===== config.mk =====
export PLATFORM = sky130hd
export DESIGN_NAME = eq_spi_frame_slave_flat
export DESIGN_NICKNAME = d
export VERILOG_FILES = /design/src/rtl/eq_spi_frame_slave_if.sv /design/src/rtl/eq_spi_frame_slave.sv /design/src/flat_wrapper.sv
export SDC_FILE = /design/constraint.sdc
export NUM_CORES = 1
export LEC_CHECK = 0
export BUFFER_PORTS_ARGS = -buffer_cell sky130_fd_sc_hd__buf_2
export CAP_MARGIN = 15
export CORE_ASPECT_RATIO = 0.7
export CORE_MARGIN = 2
export CORE_UTILIZATION = 60
export CTS_BUF_LIST = sky130_fd_sc_hd__clkbuf_8
export DETAILED_ROUTE_END_ITERATION = 6
export PLACE_DENSITY = 0.81
export SYNTH_ARGS = -nofsm -noshare
export SYNTH_HDL_FRONTEND = slang
export SYNTH_SLANG_ARGS = --single-unit

===== constraint.sdc =====
create_clock -name clk -period 2.3 [get_ports clk]
set_input_delay 0.115 -clock clk [delete_from_list [all_inputs] [get_ports clk]]
set_output_delay 0.115 -clock clk [all_outputs]
set_load 0.05 [all_outputs]

===== src/rtl/eq_spi_frame_slave_if.sv =====
// SPI pin bundle between the MCU (master) and the EQ frame slave.
// Mode 0 SPI plus a frame strobe held high for the whole transfer.
interface eq_spi_frame_slave_if;
  logic sck;
  logic sdi;
  logic load;
  logic sdo;

  modport master (output sck, output sdi, output load, input sdo);
  modport slave  (input sck, input sdi, input load, output sdo);
endinterface


===== src/rtl/eq_spi_frame_slave.sv =====
// Multi-band EQ gain frame receiver: SPI pins are oversampled in the clk domain,
// frames commit atomically, and the MISO path returns the latest core result or gain readback.
module eq_spi_frame_slave #(
  parameter int                NUM_BANDS  = 4,
  parameter int                GAIN_W     = 8,
  parameter int                RESULT_W   = 8,
  parameter logic [GAIN_W-1:0] GAIN_RESET = 8'h80
) (
  input  logic                          clk,
  input  logic                          nreset,
  eq_spi_frame_slave_if.slave           spi,
  input  logic                          core_done,
  input  logic [RESULT_W-1:0]           result,
  output logic [NUM_BANDS*GAIN_W-1:0]   gains,
  output logic                          gains_valid,
  output logic                          frame_err,
  output logic                          result_pending
);
  localparam int FRAME_BITS = NUM_BANDS * GAIN_W;
  localparam int CNT_W      = $clog2(FRAME_BITS + 1);
  localparam logic [CNT_W-1:0] CNT_FULL = CNT_W'(FRAME_BITS);
  // Load synchroniser resets high so a strobe already active at reset release is never seen as a rise.
  localparam logic [2:0] SYNC_RST = 3'b001;

  typedef enum logic [1:0] {IDLE, RECV, COMMIT} state_t;

  logic [2:0] pin_vec;
  logic [2:0] s2_vec;
  logic [2:0] s3_vec;

  assign pin_vec = {spi.sck, spi.sdi, spi.load};

  generate
    for (genvar gi = 0; gi < 3; gi++) begin : g_sync
      logic [2:0] pipe_reg;
      always_ff @(posedge clk or negedge nreset) begin
        if (!nreset) begin
          pipe_reg <= {3{SYNC_RST[gi]}};
        end else begin
          pipe_reg <= {pipe_reg[1:0], pin_vec[gi]};
        end
      end
      assign s2_vec[gi] = pipe_reg[1];
      assign s3_vec[gi] = pipe_reg[2];
    end
  endgenerate

  logic sck_rise, sck_fall, load_rise, load_fall, sdi_s;
  assign sck_rise  = s2_vec[2] & ~s3_vec[2];
  assign sck_fall  = ~s2_vec[2] & s3_vec[2];
  assign sdi_s     = s2_vec[1];
  assign load_rise = s2_vec[0] & ~s3_vec[0];
  assign load_fall = ~s2_vec[0] & s3_vec[0];

  state_t                state_reg;
  logic [CNT_W-1:0]      cnt_reg;
  logic [FRAME_BITS-1:0] rx_reg;
  logic [FRAME_BITS-1:0] tx_reg;
  logic [FRAME_BITS-1:0] gains_reg;
  logic                  gains_valid_reg;
  logic                  frame_err_reg;
  logic [RESULT_W-1:0]   hold_reg;
  logic                  pending_reg;
  logic                  done_d_reg;
  logic                  done_rise;

  assign done_rise = core_done & ~done_d_reg;

  always_ff @(posedge clk or negedge nreset) begin
    if (!nreset) begin
      state_reg       <= IDLE;
      cnt_reg         <= '0;
      rx_reg          <= '0;
      tx_reg          <= '0;
      gains_reg       <= {NUM_BANDS{GAIN_RESET}};
      gains_valid_reg <= 1'b0;
      frame_err_reg   <= 1'b0;
      hold_reg        <= '0;
      pending_reg     <= 1'b0;
      done_d_reg      <= 1'b0;
    end else begin
      gains_valid_reg <= 1'b0;
      done_d_reg      <= core_done;
      case (state_reg)
        IDLE: begin
          if (load_rise) begin
            state_reg <= RECV;
            cnt_reg   <= '0;
            rx_reg    <= '0;
            if (pending_reg) begin
              tx_reg      <= FRAME_BITS'(hold_reg) << (FRAME_BITS - RESULT_W);
              pending_reg <= 1'b0;
            end else begin
              tx_reg <= gains_reg;
            end
          end
        end
        RECV: begin
          // One slot past a full frame is still counted so overruns are distinguishable.
          if (sck_rise && cnt_reg <= CNT_FULL) begin
            rx_reg  <= {rx_reg[FRAME_BITS-2:0], sdi_s};
            cnt_reg <= cnt_reg + 1'b1;
          end
          if (sck_fall) begin
            tx_reg <= {tx_reg[FRAME_BITS-2:0], 1'b0};
          end
          if (load_fall) begin
            state_reg <= COMMIT;
          end
        end
        COMMIT: begin
          state_reg <= IDLE;
          if (cnt_reg == CNT_FULL) begin
            gains_reg       <= rx_reg;
            gains_valid_reg <= 1'b1;
            frame_err_reg   <= 1'b0;
          end else begin
            frame_err_reg <= 1'b1;
          end
        end
        default: state_reg <= IDLE;
      endcase
      // Placed last so a capture coinciding with a frame start leaves the result pending.
      if (done_rise) begin
        hold_reg    <= result;
        pending_reg <= 1'b1;
      end
    end
  end

  assign spi.sdo        = tx_reg[FRAME_BITS-1];
  assign gains          = gains_reg;
  assign gains_valid    = gains_valid_reg;
  assign frame_err      = frame_err_reg;
  assign result_pending = pending_reg;
endmodule


===== src/flat_wrapper.sv =====
// flat-port wrapper written by rule: the top's interface ports become plain ports
module eq_spi_frame_slave_flat 
#(
  parameter int                NUM_BANDS  = 4,
  parameter int                GAIN_W     = 8,
  parameter int                RESULT_W   = 8,
  parameter logic [GAIN_W-1:0] GAIN_RESET = 8'h80
)
  (clk, nreset, core_done, result, gains, gains_valid, frame_err, result_pending, spi_sck, spi_sdi, spi_load, spi_sdo);
  eq_spi_frame_slave_if spi_i ();
  input  logic clk;
  input  logic nreset;
  input  logic core_done;
  input  logic [RESULT_W-1:0] result;
  output logic [NUM_BANDS*GAIN_W-1:0] gains;
  output logic gains_valid;
  output logic frame_err;
  output logic result_pending;
  input wire logic [$bits(spi_i.sck)-1:0] spi_sck;
  input wire logic [$bits(spi_i.sdi)-1:0] spi_sdi;
  input wire logic [$bits(spi_i.load)-1:0] spi_load;
  output wire logic [$bits(spi_i.sdo)-1:0] spi_sdo;
  assign spi_i.sck = spi_sck;
  assign spi_i.sdi = spi_sdi;
  assign spi_i.load = spi_load;
  assign spi_sdo = spi_i.sdo;
  eq_spi_frame_slave #(.NUM_BANDS(NUM_BANDS), .GAIN_W(GAIN_W), .RESULT_W(RESULT_W), .GAIN_RESET(GAIN_RESET)) u_core (.clk(clk), .nreset(nreset), .spi(spi_i), .core_done(core_done), .result(result), .gains(gains), .gains_valid(gains_valid), .frame_err(frame_err), .result_pending(result_pending));
endmodule

# --- Word level (Yosys, flattened, before mapping) ---
# Cells that the tools add are included.
op_classes:
  addsub: 1
  order_cmp: 1
  eq_ne: 7
  mux: 19
  bitwise_logic: 10
  n_reduce_logical: 10
op_table:
  columns: ["operator", "count"]
  rows:
  - ["two-way mux 32 bit", 5]
  - ["case mux 32 bit (2 select lines)", 2]
  - ["two-way mux 6 bit", 2]
  - ["case mux 6 bit (2 select lines)", 1]
  - ["inequality test 2 x 1 -> 1 bit (second input constant)", 4]
  - ["adder 6 x 1 -> 6 bit (second input constant)", 1]
  - ["== test 6 bit (second input constant)", 1]
  - ["<= comparator 6 bit (second input constant)", 1]
  - ["two-way mux 1 bit", 6]
  - ["AND reduction 2 bit", 3]
  - ["AND reduction 3 bit", 2]
  - ["nonzero test 2 bit", 3]
  - ["bitwise AND 1 bit", 5]
  - ["NOT 1 bit", 5]
  - ["two-way mux 2 bit", 2]
  - ["case mux 2 bit (2 select lines)", 1]
  - ["== test 2 x 1 -> 1 bit (second input constant)", 1]
  - ["== test 2 bit (second input constant)", 1]
  - ["zero test 2 bit", 1]
  - ["logical AND 1 bit", 1]
word_totals:
  regBits: 124
  in_bits: 14
  elab_cells: 61

# --- Longest topological paths before layout ---
depth:
  depth_word: 5
  mapped_depth: 8
  mapped_depth_nobuf: 6

# --- Worst setup path before layout ---
# No wires, ideal clock.
synth_path:
  kind: "register to register"
  from: "register u_core.cnt_reg[0]"
  to: "register u_core.gains_reg[10] (netlist: u_core.gains[10])"
  setup_ns: 0.125
  arrival_time_ns: 1.603
  required_time_ns: 2.175
  path_slack_ns: 0.572
  path_stages_with_launch: 8
  period_less_slack_ns: 1.728
  path_cell_list: "dfrtp_1 -> inv_1 -> ha_1 -> nor4b_4 -> and3_1 -> buf_6 -> buf_12 -> mux2_4"
synth_between:
  elab_chain_cells: 2
synth_rtl:
  columns: ["element", "line_no", "text"]
  rows:
  - ["from (decl)", "eq_spi_frame_slave.sv:56", "logic [CNT_W-1:0] cnt_reg;"]
  - ["from (signal assigned)", "eq_spi_frame_slave.sv:102", "cnt_reg <= cnt_reg + 1'b1;"]
  - ["== test 6 bit", "eq_spi_frame_slave.sv:113", "if (cnt_reg == CNT_FULL) begin"]
  - ["AND reduction 2 bit (no source line)", null, null]
  - ["to (signal assigned)", "eq_spi_frame_slave.sv:75", "gains_reg <= {NUM_BANDS{GAIN_RESET}};"]
  - ["to (signal assigned)", "eq_spi_frame_slave.sv:114", "gains_reg <= rx_reg;"]
  - ["to (decl)", "eq_spi_frame_slave.sv:59", "logic [FRAME_BITS-1:0] gains_reg;"]
# No other way between the ends.
# A chain may end at the register's enable or synchronous reset.

# --- Final worst setup path ---
layout_path:
  from: "register u_core.g_sync[0].pipe_reg[1]"
  to: "register u_core.tx_reg[0]"
layout_between:
  elab_chain_cells: 3
layout_rtl:
  columns: ["element", "line_no", "text"]
  rows:
  - ["from (decl)", "eq_spi_frame_slave.sv:35", "logic [2:0] pipe_reg;"]
  - ["from (signal assigned)", "eq_spi_frame_slave.sv:38", "pipe_reg <= {3{SYNC_RST[gi]}};"]
  - ["from (signal assigned)", "eq_spi_frame_slave.sv:40", "pipe_reg <= {pipe_reg[1:0], pin_vec[gi]};"]
  - ["bitwise AND 1 bit", "eq_spi_frame_slave.sv:52", "assign load_rise = s2_vec[0] & ~s3_vec[0];"]
  - ["inequality test 2 x 1 -> 1 bit (no source line)", null, null]
  - ["AND reduction 3 bit (no source line)", null, null]
  - ["to (signal assigned)", "eq_spi_frame_slave.sv:91", "tx_reg <= FRAME_BITS'(hold_reg) << (FRAME_BITS - RESULT_W);"]
  - ["to (signal assigned)", "eq_spi_frame_slave.sv:94", "tx_reg <= gains_reg;"]
  - ["to (signal assigned)", "eq_spi_frame_slave.sv:105", "tx_reg <= {tx_reg[FRAME_BITS-2:0], 1'b0};"]
  - ["to (decl)", "eq_spi_frame_slave.sv:58", "logic [FRAME_BITS-1:0] tx_reg;"]
# No other way between the ends.

==> flow_summary.yaml <==
detailed_routing:
  dr.pass1.iters: 5
  ant_nets: 0
  wl_met2_mm: 5.140
  via_per_inst: 5.433
  drt_iter0_drc: 219
  met1_length_mm: 4.983
  avgRoutedWirePerCell_um: 15.92
  vias: 3662
  drc: 0
  dr_wl_met3_um: 541
  routed_wl_mm: 10.73
  highest-signal-layer: "met4"
clock_tree:
  cts_tree: "built"
  cts_setup_buffers: 0
  cts_resized: 0
  ctsHoldBuffers: 13
  clock-sinks: 124
  clk_latency_ps: 430
  clockBufferDepth: 2
  cts_made_buffers: 17
  cts_root_buffer: "clkbuf_8"
  h-tree-depth: 4
  clkSlewWorstSetupHoldPaths_ps: 70
critical_path:
  crit_start: "u_core.g_sync[0].pipe_reg[1]$_DFF_PN1_"
  crit_type: "flip-flop to flip-flop"
  reg2reg_slack_ps: 350
  rr_startpoint: "u_core.g_sync[0].pipe_reg[1]$_DFF_PN1_"
  critPathLaunchType: "flip-flop"
  rr_worst_depth: 3
  critPathArrivalTime_ps: 2280
  cp-endpoint: "u_core.tx_reg[0]$_DFFE_PN0P_"
  worstSetupEndpointType: "flip-flop"
  required_ps: 2630
  reg2reg_to: "u_core.tx_reg[0]$_DFFE_PN0P_"
  crit_fanout: 64
sta:
  relSlewSlack: 0.3225
  holdWs_ps: 165.8
  final.period_utilization: 0.8461
  rsz0062_at_grt: "no"
  setup_violations: 0
  hold_viol: 0
  finClkSkew_ps: 9.276
  report.final.slew_viol_count: 0
  fin_crit_ps: 1946
  setup_tns_ps: 0
  max_freq_ghz: 0.5138
  tightest_slew_ps: 1016
pwr:
  leakage_uw: 0.003065
  power.switching_uw: 1257
  seqPwrFrac: 0.490
  power_density_nw_per_um2: 786.1
  clkPwrFrac: 0.394
  vdd_drop_max_mv: 0.3778
  internal_power_uw: 3614
  swShare: 0.2580
  power_frac_comb: 0.115
floorplan:
  initial_utilization: 0.6245
  core_sq_um: 8513
  die_w_um: 116.5
  fp.dieArea_sq_um: 9641
  fp.dieH_um: 82.76
  io_pins: 50
  rows: 28
global_route:
  grt.overflow.total: 0
  track_usage: 0.2472
  antenna_found_initial: 0
  first_global_vias: 3562
  grt_pass1_wl_mm: 17.75
  grt_max_degree: 65
placed_design:
  io_buffers: 49
  dpl-instance-area_sq_um: 5657
  hpwl_mm: 6.955
  gp_congestion: 0.8015
synthesis:
  synth.avg_cell_area_sq_um: 11.10
  yosys_warnings: 0
  synth_edf_count: 0
  ys.flop_type: "dfrtp_1"
  netlist_area_sq_um: 5316
  yosys_register_bits: 124
  synthTopCellsByArea: "dfrtp_1 55%, mux2_4 7.3%, nand2_1 7.1%"
  synth_fp_nets: 495
  synth_common_cells: "117 x dfrtp_1, 101 x nand2_1, 36 x nand3_1, 33 x a21oi_1, 31 x o21ai_1"
  ys_seq_area_frac: 0.5853
  postSynth.asyncResetShare: 1.000
  synth_cell_types: 39
  synthCells: 479
  yosysTopAreaCell: "dfrtp_1"
  synth_top_area_frac: 0.5507
  yosysMostFrequentCell: "dfrtp_1"
job:
  max_cap_viol_count: 0
worst_hold_path:
  hold_path_class: "input pin to async pin"
layout:
  syn_to_final_growth_pct: 16.55
  fin_util: 0.7278
  drive_gt1_frac: 0.2671
  nets: 557
  fillers: 593
  design_area_sq_um: 6196
  multi_input_area_sq_um: 1991
  ff_latch_area_sq_um: 3112
  antenna_cells: 0
outcome:
  status: "finished, final reports clean"
-- worst max-delay path, stage by stage, from the launching register on --
cell	delay [ps]
dfstp_2	550
or3b_1	350
a21o_2	530
o41ai_2	400
-- power groups by stage --
stage	sequential (uW)	clock [uW]	combinational (uW)
after CTS	2390	1960	566
final	2390	1920	562
after global routing	2400	2050	627
after detailed placement	2430	0	547
after floorplan	2440	0	351
after global placement	2420	0	530
-- cells by family (layout without fill, tap and decap cells) --
| group | count (synthesis) | in the layout | synth area share |
|---|---|---|---|
| adder cells (fa/ha/maj) | 2 | 2 | 0.004706 |
| multiplexers | 47 | 47 | 0.1160 |
| AO/OA/AOI/OAI | 78 | 78 | 0.08096 |
| buffers and inverters | 39 | 114 | 0.04213 |
| AND/OR/NAND/NOR | 189 | 189 | 0.1709 |
| flip-flops | 124 | 124 | 0.5853 |
-- layer usage --
layer  track usage  up-vias
li1              -     1758
met1        0.3397     1819
met2        0.3907       74
met3       0.05328       11
met4       0.09643        0
met5             0        -
-- per-stage QoR --
| step | power [uW] | std cells | worst slack, ps |
|---|---|---|---|
| 2_1_floorplan | 2794 | 479 | 571.8 |
| 3_3_place_gp | 2945 | 629 | 420.3 |
| 3_5_place_dp | 2972 | 629 | 372.3 |
| 4_1_cts | 4907 | 674 | 351.1 |
| 5_1_grt | 5075 | 674 | 240.9 |
| 6_report | 4871 | 674 | 353.9 |
-- worst min path at each step --
stage                start                            end  slack, ps  cells after the start
floorplan           nreset  u_core.cnt_reg[0]$_DFFE_PN0P_       -180                      0
global placement    nreset   u_core.rx_reg[1]$_DFFE_PN0P_         90                      1
detailed placement  nreset   u_core.rx_reg[1]$_DFFE_PN0P_         90                      1
CTS                 nreset   u_core.rx_reg[0]$_DFFE_PN0P_        160                      2
global route        nreset   u_core.rx_reg[0]$_DFFE_PN0P_        210                      2
finish              nreset   u_core.rx_reg[1]$_DFFE_PN0P_        170                      2
-- area by class of cell --
type | count | area share
sequential | 124 | 0.5022
multi-input combinational | 316 | 0.3213
timing repair buffer | 77 | 0.08320
clock buffer | 23 | 0.05109
tap | 120 | 0.02423
clock inverter | 9 | 0.01494
inverter | 5 | 0.003029
-- cell usage in the layout, fill, tap and decap left out, types with 14 or more instances in the layout --
cell and n:
mux2_4 26, clkbuf_8 23, o21ai_1 31, buf_4 14, dfrtp_1 117, a21oi_1 33
nand2_1 101, nor3b_1 23, nand3_1 36, buf_2 48
No activity file was read; power rests on OpenSTA's default activity.
